**src/rtl/cv32e40p_mult_tmr_ctrl.sv**
```systemverilog
// Fault-management controller for the triplicated cv32e40p multiplier.
// Votes the three replica outputs, attributes disagreements to replicas,
// keeps saturating per-replica fault counters with periodic decay, retires
// a replica that crosses the fault threshold (TMR -> DMR) and requests a
// re-issue of the held operation when a mismatch cannot be corrected.
module cv32e40p_mult_tmr_ctrl #(
  parameter int unsigned CNT_W        = 4,
  parameter int unsigned FAIL_THRESH  = 8,
  parameter int unsigned MAX_RETRY    = 2,
  parameter int unsigned DECAY_PERIOD = 256
) (
  input  logic                 clk,
  input  logic                 rst,
  input  logic                 enable_i,
  input  logic [2:0]           rep_ready_i,
  input  logic [95:0]          rep_result_i,
  output logic [31:0]          result_o,
  output logic                 ready_o,
  output logic                 retry_o,
  output logic [2:0]           replica_en_o,
  output logic [3*CNT_W-1:0]   fault_cnt_o,
  output logic                 degraded_o,
  output logic                 fatal_o,
  output logic                 err_irq_o
);

  localparam int unsigned RC_W = (MAX_RETRY < 1) ? 1 : $clog2(MAX_RETRY + 1);
  localparam int unsigned DC_W = (DECAY_PERIOD < 2) ? 1 : $clog2(DECAY_PERIOD);

  localparam logic [CNT_W-1:0] THRESH     = CNT_W'(FAIL_THRESH);
  localparam logic [CNT_W-1:0] CNT_MAX    = {CNT_W{1'b1}};
  localparam logic [CNT_W-1:0] CNT_ONE    = CNT_W'(1);
  localparam logic [RC_W-1:0]  RETRY_LAST = RC_W'(MAX_RETRY);
  localparam logic [RC_W-1:0]  RC_ONE     = RC_W'(1);
  localparam logic [DC_W-1:0]  DECAY_LAST = DC_W'(DECAY_PERIOD - 1);
  localparam logic [DC_W-1:0]  DC_ONE     = DC_W'(1);

  localparam logic [1:0] S_TMR   = 2'd0;
  localparam logic [1:0] S_DMR   = 2'd1;
  localparam logic [1:0] S_RETRY = 2'd2;
  localparam logic [1:0] S_FATAL = 2'd3;

  // Bitwise 2-of-3 majority.
  function automatic logic [31:0] maj32(input logic [31:0] a, input logic [31:0] b,
                                        input logic [31:0] c);
    return (a & b) | (a & c) | (b & c);
  endfunction

  // Saturating increment of a fault counter.
  function automatic logic [CNT_W-1:0] sat_inc(input logic [CNT_W-1:0] v);
    return (v == CNT_MAX) ? v : (v + CNT_ONE);
  endfunction

  // State
  logic [1:0]             state_q, state_d;
  logic                   origin_q, origin_d;       // 1: RETRY was entered from DMR
  logic [2:0][CNT_W-1:0]  cnt_q, cnt_d;
  logic [2:0]             rep_en_q, rep_en_d;
  logic [RC_W-1:0]        retry_cnt_q, retry_cnt_d;
  logic [DC_W-1:0]        decay_cnt_q, decay_cnt_d;
  logic                   retry_q, retry_d;
  logic                   err_irq_q, err_irq_d;
  logic                   degraded_q, degraded_d;
  logic                   fatal_q, fatal_d;

  // Datapath decode
  logic [2:0][31:0] res_s;
  logic [31:0]      vote_res_s;
  logic             vote_rdy_s;
  logic [2:0]       flag_s;
  logic [1:0]       n_flag_s;
  logic [31:0]      res_a_s, res_b_s;
  logic             rdy_a_s, rdy_b_s;
  logic             tmr_check_s, tmr_clean_s, tmr_corr_s, tmr_unc_s;
  logic             dmr_check_s, dmr_mis_s, dmr_clean_s;
  logic             clean_s, mis_s, pass_s;
  logic             dmr_hit_s;

  assign res_s      = rep_result_i;
  assign vote_res_s = maj32(res_s[0], res_s[1], res_s[2]);
  assign vote_rdy_s = (rep_ready_i[0] & rep_ready_i[1]) | (rep_ready_i[0] & rep_ready_i[2]) |
                      (rep_ready_i[1] & rep_ready_i[2]);

  // Flag every replica whose result or ready disagrees with the vote
  always_comb begin
    flag_s = 3'b000;
    for (int i = 0; i < 3; i++) begin
      flag_s[i] = (res_s[i] != vote_res_s) || (rep_ready_i[i] != vote_rdy_s);
    end
    n_flag_s = {1'b0, flag_s[0]} + {1'b0, flag_s[1]} + {1'b0, flag_s[2]};
  end

  // Select the healthy pair (a < b); a is also the lowest enabled replica
  always_comb begin
    case (rep_en_q)
      3'b110: begin
        res_a_s = res_s[1]; rdy_a_s = rep_ready_i[1];
        res_b_s = res_s[2]; rdy_b_s = rep_ready_i[2];
      end
      3'b101: begin
        res_a_s = res_s[0]; rdy_a_s = rep_ready_i[0];
        res_b_s = res_s[2]; rdy_b_s = rep_ready_i[2];
      end
      default: begin
        res_a_s = res_s[0]; rdy_a_s = rep_ready_i[0];
        res_b_s = res_s[1]; rdy_b_s = rep_ready_i[1];
      end
    endcase
  end

  assign tmr_check_s = enable_i & vote_rdy_s;
  assign tmr_clean_s = tmr_check_s & (n_flag_s == 2'd0);
  assign tmr_corr_s  = tmr_check_s & (n_flag_s == 2'd1);
  assign tmr_unc_s   = tmr_check_s & (n_flag_s >= 2'd2);

  // A ready disagreement between the pair is itself a check-worthy mismatch
  assign dmr_check_s = enable_i & (rdy_a_s | rdy_b_s);
  assign dmr_mis_s   = dmr_check_s & ((res_a_s != res_b_s) | (rdy_a_s != rdy_b_s));
  assign dmr_clean_s = dmr_check_s & ~dmr_mis_s;

  // Classify this cycle's check in the active mode; no checks in RETRY/FATAL
  always_comb begin
    case (state_q)
      S_TMR: begin
        clean_s = tmr_clean_s;
        mis_s   = tmr_corr_s | tmr_unc_s;
        pass_s  = tmr_clean_s | tmr_corr_s;
      end
      S_DMR: begin
        clean_s = dmr_clean_s;
        mis_s   = dmr_mis_s;
        pass_s  = dmr_clean_s;
      end
      default: begin
        clean_s = 1'b0;
        mis_s   = 1'b0;
        pass_s  = 1'b0;
      end
    endcase
  end

  // Result and ready towards EX, combinational from the replica outputs
  always_comb begin
    case (state_q)
      S_TMR: begin
        result_o = vote_res_s;
        ready_o  = vote_rdy_s & ~tmr_unc_s;
      end
      S_DMR: begin
        result_o = res_a_s;
        ready_o  = rdy_a_s & rdy_b_s & (res_a_s == res_b_s);
      end
      S_RETRY: begin
        result_o = origin_q ? res_a_s : vote_res_s;
        ready_o  = 1'b0;
      end
      S_FATAL: begin
        result_o = res_a_s;
        ready_o  = 1'b0;
      end
      default: begin
        result_o = res_a_s;
        ready_o  = 1'b0;
      end
    endcase
  end

  // A DMR mismatch pushes a second replica over the threshold
  always_comb begin
    dmr_hit_s = 1'b0;
    for (int i = 0; i < 3; i++) begin
      dmr_hit_s = dmr_hit_s | (rep_en_q[i] & (sat_inc(cnt_q[i]) >= THRESH));
    end
  end

  // Next-state: mode transitions, fault counting, retry and decay bookkeeping
  always_comb begin
    state_d     = state_q;
    origin_d    = origin_q;
    cnt_d       = cnt_q;
    rep_en_d    = rep_en_q;
    retry_cnt_d = pass_s ? '0 : retry_cnt_q;
    decay_cnt_d = decay_cnt_q;
    err_irq_d   = mis_s;

    case (state_q)
      S_TMR: begin
        for (int i = 0; i < 3; i++) begin
          if (tmr_corr_s && flag_s[i]) begin
            cnt_d[i] = sat_inc(cnt_q[i]);
            if (sat_inc(cnt_q[i]) >= THRESH) begin
              rep_en_d[i] = 1'b0;
              state_d     = S_DMR;
            end else begin
              rep_en_d[i] = rep_en_q[i];
            end
          end else begin
            cnt_d[i] = cnt_q[i];
          end
        end
        if (tmr_unc_s) begin
          if (retry_cnt_q == RETRY_LAST) begin
            state_d = S_FATAL;
          end else begin
            state_d     = S_RETRY;
            origin_d    = 1'b0;
            retry_cnt_d = retry_cnt_q + RC_ONE;
          end
        end else begin
          origin_d = origin_q;
        end
      end
      S_DMR: begin
        if (dmr_mis_s) begin
          for (int i = 0; i < 3; i++) begin
            cnt_d[i] = rep_en_q[i] ? sat_inc(cnt_q[i]) : cnt_q[i];
          end
          if (dmr_hit_s || (retry_cnt_q == RETRY_LAST)) begin
            state_d = S_FATAL;
          end else begin
            state_d     = S_RETRY;
            origin_d    = 1'b1;
            retry_cnt_d = retry_cnt_q + RC_ONE;
          end
        end else begin
          state_d = S_DMR;
        end
      end
      S_RETRY: state_d = origin_q ? S_DMR : S_TMR;
      S_FATAL: state_d = S_FATAL;
      default: state_d = S_FATAL;
    endcase

    // Decay: a clean check that completes the period relieves every enabled
    // nonzero counter; a mismatch landing there only restarts the period.
    if ((DECAY_PERIOD != 0) && (clean_s || mis_s)) begin
      if (decay_cnt_q == DECAY_LAST) begin
        decay_cnt_d = '0;
        for (int i = 0; i < 3; i++) begin
          cnt_d[i] = (clean_s && rep_en_q[i] && (cnt_q[i] != '0)) ? (cnt_q[i] - CNT_ONE)
                                                                  : cnt_d[i];
        end
      end else if (clean_s) begin
        decay_cnt_d = decay_cnt_q + DC_ONE;
      end else begin
        decay_cnt_d = decay_cnt_q;
      end
    end else begin
      decay_cnt_d = decay_cnt_q;
    end

    retry_d    = (state_d == S_RETRY) && (state_q != S_RETRY);
    degraded_d = (state_d == S_DMR) || ((state_d == S_RETRY) && origin_d);
    fatal_d    = (state_d == S_FATAL);
  end

  // State and registered status outputs
  always_ff @(posedge clk) begin
    if (rst) begin
      state_q     <= S_TMR;
      origin_q    <= 1'b0;
      cnt_q       <= '0;
      rep_en_q    <= 3'b111;
      retry_cnt_q <= '0;
      decay_cnt_q <= '0;
      retry_q     <= 1'b0;
      err_irq_q   <= 1'b0;
      degraded_q  <= 1'b0;
      fatal_q     <= 1'b0;
    end else begin
      state_q     <= state_d;
      origin_q    <= origin_d;
      cnt_q       <= cnt_d;
      rep_en_q    <= rep_en_d;
      retry_cnt_q <= retry_cnt_d;
      decay_cnt_q <= decay_cnt_d;
      retry_q     <= retry_d;
      err_irq_q   <= err_irq_d;
      degraded_q  <= degraded_d;
      fatal_q     <= fatal_d;
    end
  end

  assign retry_o      = retry_q;
  assign replica_en_o = rep_en_q;
  assign fault_cnt_o  = cnt_q;
  assign degraded_o   = degraded_q;
  assign fatal_o      = fatal_q;
  assign err_irq_o    = err_irq_q;

endmodule

```
**config.mk**
```make
export PLATFORM = sky130hd
export DESIGN_NAME = cv32e40p_mult_tmr_ctrl
export DESIGN_NICKNAME = d
export VERILOG_FILES = /design/src/rtl/cv32e40p_mult_tmr_ctrl.sv
export SDC_FILE = /design/constraint.sdc
export NUM_CORES = 1
export LEC_CHECK = 0
export CAP_MARGIN = 15
export CELL_PAD_IN_SITES_DETAIL_PLACEMENT = 1
export CELL_PAD_IN_SITES_GLOBAL_PLACEMENT = 1
export CORE_MARGIN = 2
export CORE_UTILIZATION = 33
export CTS_CLUSTER_DIAMETER = 30
export CTS_CLUSTER_SIZE = 40
export DETAILED_ROUTE_END_ITERATION = 10
export GPL_ROUTABILITY_DRIVEN = 0
export GPL_TIMING_DRIVEN = 0
export PLACE_DENSITY = 0.85
export SYNTH_ARGS = -nofsm -noshare
export SYNTH_HDL_FRONTEND = slang
export SYNTH_SLANG_ARGS = --single-unit
```
**constraint.sdc**
```tcl
create_clock -name clk -period 4.1 [get_ports clk]
set_input_delay 0.615 -clock clk [delete_from_list [all_inputs] [get_ports clk]]
set_output_delay 0.615 -clock clk [all_outputs]
set_load 0.02 [all_outputs]
```
# Word level (Yosys, flattened, before mapping)
# Cells that the tools add are included.
[totals]
in_bits = 102
reg_bits = 32
output_inout_bits = 52
word_cells = 164
[op_classes]
n_eq_ne = 24
bitwise_logic = 31
n_reduce_logical = 30
n_mux = 51
add_sub_neg = 10
order_cmp = 4
[op_table]
columns = ["cell", "count"]
rows = [
  ["32-bit != test", 4],
  ["32-bit AND", 3],
  ["32-bit two-way mux", 3],
  ["32-bit case mux with 3 select lines", 1],
  ["32-bit bitwise OR", 2],
  ["4-bit two-way mux", 12],
  ["12-bit two-way mux", 3],
  ["32-bit equality test", 1],
  ["2-bit two-way mux", 13],
  ["12-bit case mux with 2 select lines", 1],
  ["1-bit AND", 16],
  ["8-bit two-way mux", 2],
  ["4-bit by 1-bit adder with 4-bit output (second input constant)", 3],
  ["4-bit equality test (second input constant)", 3],
  ["4-bit greater-or-equal comparator (second input constant)", 3],
  ["4-bit nonzero test", 3],
  ["4-bit by 1-bit subtractor with 4-bit output (second input constant)", 3],
  ["1-bit logical AND", 11],
  ["2-bit equality test (second input constant)", 5],
  ["1-bit two-way mux", 9],
  ["3-bit AND reduction", 3],
  ["8-bit by 1-bit adder with 8-bit output (second input constant)", 1],
  ["8-bit equality test (second input constant)", 1],
  ["1-bit bitwise OR", 8],
  ["other kinds (18)", 36],
]

# Depth between registers and ports, before layout
[depth]
ltp_word = 20
ltp_mapped = 14
mapped_depth_nobuf = 14

# Least setup slack after synthesis
# Ideal clock, no wire load.
[synth_timing]
path_type = "input to register"
from = "in rep_result_i[81]"
to = "reg cnt_q (netlist bit fault_cnt_o[1])"
path_stages = 13
slack_ps = -196
arrival_time_ps = 4177
n_path_buf = 1
setup_ps = 120
required_ps = 3980
cell_sequence = "buf_2 nor2b_1 a2111oi_0 nand4_1 or4_1 or3_1 fa_1 nor3b_1 o31ai_4 o21a_1 a31oi_1 o22ai_1 o31a_1"
[synth_via]
elab_chain_cells = 15
elab_cells_between_ends = 37
classes_between = "add/sub: 2; order compare: 1; eq/ne: 5; mux: 9; bitwise: 12; reduce/logical: 8"
[synth_lines]
columns = ["item", "line", "text"]
rows = [
  ["from (decl)", "16", "input logic [95:0] rep_result_i,"],
  ["32-bit AND", "46", "return (a & b) | (a & c) | (b & c);"],
  ["32-bit bitwise OR (2 in series)", "46", ""],
  ["32-bit != test", "88", "flag_s[i] = (res_s[i] != vote_res_s) || (rep_ready_i[i] != vote_rdy_s);"],
  ["1-bit logical OR", "88", ""],
  ["1-bit by 1-bit adder with 2-bit output", "90", "n_flag_s = {1'b0, flag_s[0]} + {1'b0, flag_s[1]} + {1'b0, flag_s[2]};"],
  ["2-bit by 1-bit adder with 2-bit output", "90", ""],
  ["2-bit by 1-bit equality test with 1-bit output or 2-bit logical NOT (tied branches)", "113, 112", ""],
  ["1-bit AND (on tied branches)", "113, 112", ""],
  ["1-bit logical AND or 1-bit case mux with 2 select lines (tied branches)", "189, 123", ""],
  ["4-bit two-way mux or 1-bit logical AND (tied branches)", "189, 240", ""],
  ["12-bit case mux with 2 select lines or 1-bit logical AND (tied branches)", "186, 240", ""],
  ["4-bit two-way mux", "240", "cnt_d[i] = (clean_s && rep_en_q[i] && (cnt_q[i] != '0)) ? (cnt_q[i] - CNT_ONE)"],
  ["12-bit two-way mux", "237", "if (decay_cnt_q == DECAY_LAST) begin"],
  ["12-bit two-way mux (*)", "236", "if ((DECAY_PERIOD != 0) && (clean_s || mis_s)) begin"],
  ["to (signal assigned)", "273", "cnt_q <= cnt_d;"],
  ["to (decl)", "57", "logic [2:0][CNT_W-1:0] cnt_q, cnt_d;"],
]
# Mark *: on every way between the ends. The rest lies on a longest branch, timed or not.
# A chain may end at the register's enable or synchronous reset.

# Final worst setup path
[layout_timing]
from = "in rep_result_i[78]"
to = "reg cnt_q (netlist bit fault_cnt_o[11])"
# Same word-level chain as after synthesis.

==> results by stage <==
Global route:
- The via count of the first global-routing pass was 7737.
- Summed over all layers, the global routing overflow is 0.
- The maximum number of pins on one net before global-route repair is 12.
- The initial antenna violation count was 4.
- The first global-routing pass estimated 42.54 mm of wire.
- Global routing used 26.45% of the available tracks across all layers.

Setup path:
- Traced cell by cell, the critical path runs through clkdlybuf4s50_1, nand2_1, o22ai_1, nor4_1, and4_1, nand3_2, fa_2, nand3b_1, a31oi_4, mux2i_1, o21ai_0, a211o_1, o21a_1.
- The launching element type of the critical path is an input pin.
- The delay of the slowest critical-path stage is 0.59 ns.
- The type of the worst setup path is in2reg.
- The critical-path cell with the highest stage delay is sky130_fd_sc_hd__fa_2.
- Measured in cells, the most critical reg-to-reg path has a length of 11.
- The data arrival at the endpoint of the critical path is 4.31 ns.
- In this run the worst path has a maximum fanout of 6.
- The worst path required time is 4.27 ns.
- The type of element capturing the critical path is a flop.

Synth:
- After synthesis, the mean cell area works out to 6.832 µm².
- Yosys mapped a number of flops with a built-in enable equal to 0.
- After synthesis the netlist holds a flip-flop and latch count of 32.
- The cell area after technology mapping is 6401 µm².
- The number of instances in the synthesized netlist is 937.
- Yosys mapped the design onto 82 distinct sky130hd cell types.
- The proportion of synthesized chip area in sequential cells is 10.01%.
- The synthesized net count is 1051.
- Yosys printed 0 warnings.
- Among all flip-flop cells after synthesis, the most frequent one is sky130_fd_sc_hd__dfxtp_1.
- The share of synthesized registers carrying an async set or reset is 0%.

Floorplanning:
- The initial utilization of the core area, before any placement, comes to 33.88%.
- The top-level I/O count is 154.
- The number of rows created at floorplan is 50.
- The x dimension of the die is 143.3 µm.
- The total area inside the core boundary comes to 18890 µm².
- The die area is 20530 µm².
- The die is 143.3 µm tall.

Pwr:
- In this run the power density over the cells is 195.9 nW/µm².
- Net switching is 42.38% of the power.
- The static leakage is 3.181 nW.
- Summed over all nets, the switching power comes to 0.6876 mW.
- Sequential cells account for 20.3% of the total power.
- The share of power burned in the clock network is 28.1%.
- The fraction of power consumed by combinational cells is 51.6%.
- The internal portion of the total power is 0.9349 mW.
- The worst voltage drop across the vdd grid is 0.0001259 V.

Finish:
- The area growth from synthesis to layout is 29.36%.
- At the end of the flow, the number of nets in the layout was 1165.
- In the final layout, the share of cells above drive strength 1 is 15.49%.
- The fraction of the core area covered by cells at the end of the flow is 43.83%.
- The number of standard cells in the layout, taps in and fillers out is 1316.

Clock network:
- The clock-pin slew on the worst setup and hold paths is 0.06 ns.
- The clock buffer count from CTS is 5.
- The cell at the root of the clock tree is sky130_fd_sc_hd__clkbuf_16.
- TritonCTS built the clock tree.
- In this run the number of H-tree levels came out at 2.
- In this run the deepest clock path goes through 2 buffers.
- The clock net sink count is 32.
- The insertion delay to the later sink of the worst-skew pair is 0.30 ns.

STA:
- For the final database, setup skew stands at 0.01022 ns.
- The clock period minus final worst setup slack is 4.136 ns.
- Measured against its own limit, the worst slew margin works out to 34.42%.
- The post-route clock period utilization is 100.9%.
- Static timing analysis puts the maximum clock frequency at 241.8 MHz.
- Setup violations remaining at the end of the flow were counted as 1.
- Adding up every negative setup slack in the final design gives -0.03552 ns.
- The transition time at the pin with the least slew margin is 0.9837 ns.
- The final hold violation count came to 0.
- The final setup slack of the worst path is -0.03552 ns.
- The total count of max-transition violations in the final report is 0.

Placed design:
- Once placement completed, the tool counted placed cells totaling 1282.
- In this run the tool buffered the top-level ports with 85 buffer cells.
- Detailed placement ended at an HPWL of 20.75 mm.

Worst hold path:
- Counting instances, the worst hold path has a depth of 2.
- The type of the tightest min-delay check is reg2reg.

Status:
- The flow ran to the end, but the final reports show violations.
- The checks that failed: negative setup slack.

Job:
- Across the run, the number of max-cap violations was 0.

Detailed routing:
- The number of optimization iterations in the first detailed-route pass is 5.
- The number of DRC violations after detailed-routing iteration 0 is 759.
- The wire length per cell after detailed routing is 22.34 µm.
- For this run, design rule violations remaining after detail routing come to 0.
- The detailed router placed 8076 vias in this run.
- The count of nets left with antenna violations after detail routing is 0.
- The detailed-route vias per instance is 6.137.
- The total length of routed wires is 29.40 mm.
synth_stat cells, types with 24 or more instances:
cell                       instances  area [µm²]
sky130_fd_sc_hd__a211oi_1         24       180.2
sky130_fd_sc_hd__a21oi_1          51       255.2
sky130_fd_sc_hd__buf_2            36       180.2
sky130_fd_sc_hd__clkbuf_1         47       176.4
sky130_fd_sc_hd__dfxtp_1          32       640.6
sky130_fd_sc_hd__inv_1            28       105.1
sky130_fd_sc_hd__mux2i_1          40       400.4
sky130_fd_sc_hd__nand2_1          63       236.5
sky130_fd_sc_hd__nand2b_1         52       325.3
sky130_fd_sc_hd__nor2_1           85       319.1
sky130_fd_sc_hd__nor2b_1          45       281.5
sky130_fd_sc_hd__nor3_1           38       190.2
sky130_fd_sc_hd__nor4_1           24       150.1
sky130_fd_sc_hd__o21ai_0          27       135.1
sky130_fd_sc_hd__o22ai_1          27       168.9
sky130_fd_sc_hd__xnor2_1          28       245.2
sky130_fd_sc_hd__xor2_1           41       359.1
registers in the layout, summed over array words and instances (netlist names):
signal        flops
fatal_o           1
replica_en_o      3
retry_cnt_q       2
origin_q          1
state_q           2
err_irq_o         1
retry_o           1
fault_cnt_o      12
degraded_o        1
decay_cnt_q       8
cell type report:
cell class | count | area [µm²]
antenna | 4 | 10.01
buffer | 92 | 476.7
clock buffer | 5 | 125.1
clock inverter | 3 | 42.54
fill | 2437 | 10610
inverter | 30 | 112.6
multi-input combinational | 782 | 5509
sequential | 32 | 641.9
tap | 260 | 325.3
timing repair buffer | 108 | 1037
power by group through the flow:
| stage | clock network, mW | registers [mW] | logic [mW] |
|---|---|---|---|
| 3_5_place_dp | 0 | 0.335 | 0.759 |
| 2_1_floorplan | 0 | 0.340 | 0.470 |
| 6_report | 0.457 | 0.329 | 0.837 |
| 3_3_place_gp | 0 | 0.335 | 0.742 |
| 4_1_cts | 0.454 | 0.329 | 0.788 |
| 5_1_grt | 0.464 | 0.330 | 0.884 |
logic make-up (layout without fill, tap and decap cells):
family                   Yosys count  after routing  share of synthesized area, %
AO/OA/AOI/OAI                    221            221                         24.30
XOR/XNOR                          69             69                         9.441
adder cells (fa/ha/maj)           12             12                         2.463
buffers and inverters            123            238                         8.268
flip-flops                        32             32                         10.01
multiplexers                      48             48                         7.721
other                              0              4                             0
AND/OR/NAND/NOR                  432            432                         37.80
critical path: cells and delay by family:
family | cells | cell delay (ns)
AO/OA/AOI/OAI | 5 | 1.02
AND/OR/NAND/NOR | 5 | 1.28
adder cells (fa/ha/maj) | 1 | 0.59
buffers and inverters | 1 | 0.58
multiplexers | 1 | 0.23
final timing paths:
| check | start | end | slack, ns |
|---|---|---|---|
| setup / recovery | rep_result_i[78] | fault_cnt_o[11]$_SDFF_PP0_ | -0.04 |
| hold / removal | origin_q$_SDFF_PP0_ | origin_q$_SDFF_PP0_ | 0.50 |
| setup reg to reg | replica_en_o[0]$_SDFFE_PP1P_ | decay_cnt_q[7]$_SDFFE_PP0P_ | 0.11 |
| hold reg to reg | origin_q$_SDFF_PP0_ | origin_q$_SDFF_PP0_ | 0.50 |
through the flow:
stage          area (µm²)  setup WS, ns  total power, mW  hold WS [ns]
5_1_grt              8280      -0.04825            1.678        0.5456
2_1_floorplan        6415       0.02296           0.8101        0.4583
4_1_cts              8080      0.001754            1.570        0.5027
3_5_place_dp         7591        -1.183            1.095        0.4906
6_report             8280      -0.03552            1.622        0.5036
3_3_place_gp         7591        -1.208            1.076        0.4704
metal layers:
metal / global-route usage [%] / wire length [µm]
met5: 0 / 0
met4: 10.27 / 1261
met3: 4.728 / 2859
met2: 42.66 / 13220
met1: 35.01 / 12060
cell usage in the layout, fill, tap and decap left out, drive strengths merged, types with 30 or more instances in the layout:
master         instances
o21ai                 30
nor3                  38
nand2b                52
mux2i                 40
clkbuf                53
xor2                  41
dfxtp                 32
a21oi                 53
buf                   74
nor2                  86
nor2b                 47
clkdlybuf4s50         54
nand2                 64
what timing repair did:
item                                    in CTS  in global routing
endpoints found under the setup margin      30                 18
pin swaps                                   20                 21
endpoints found under the hold margin        0                  0
hold buffers                                 0                  0
buffers inserted                            18                  6
gates resized for setup                     78                 72
Power figures use the tool's default switching activity.
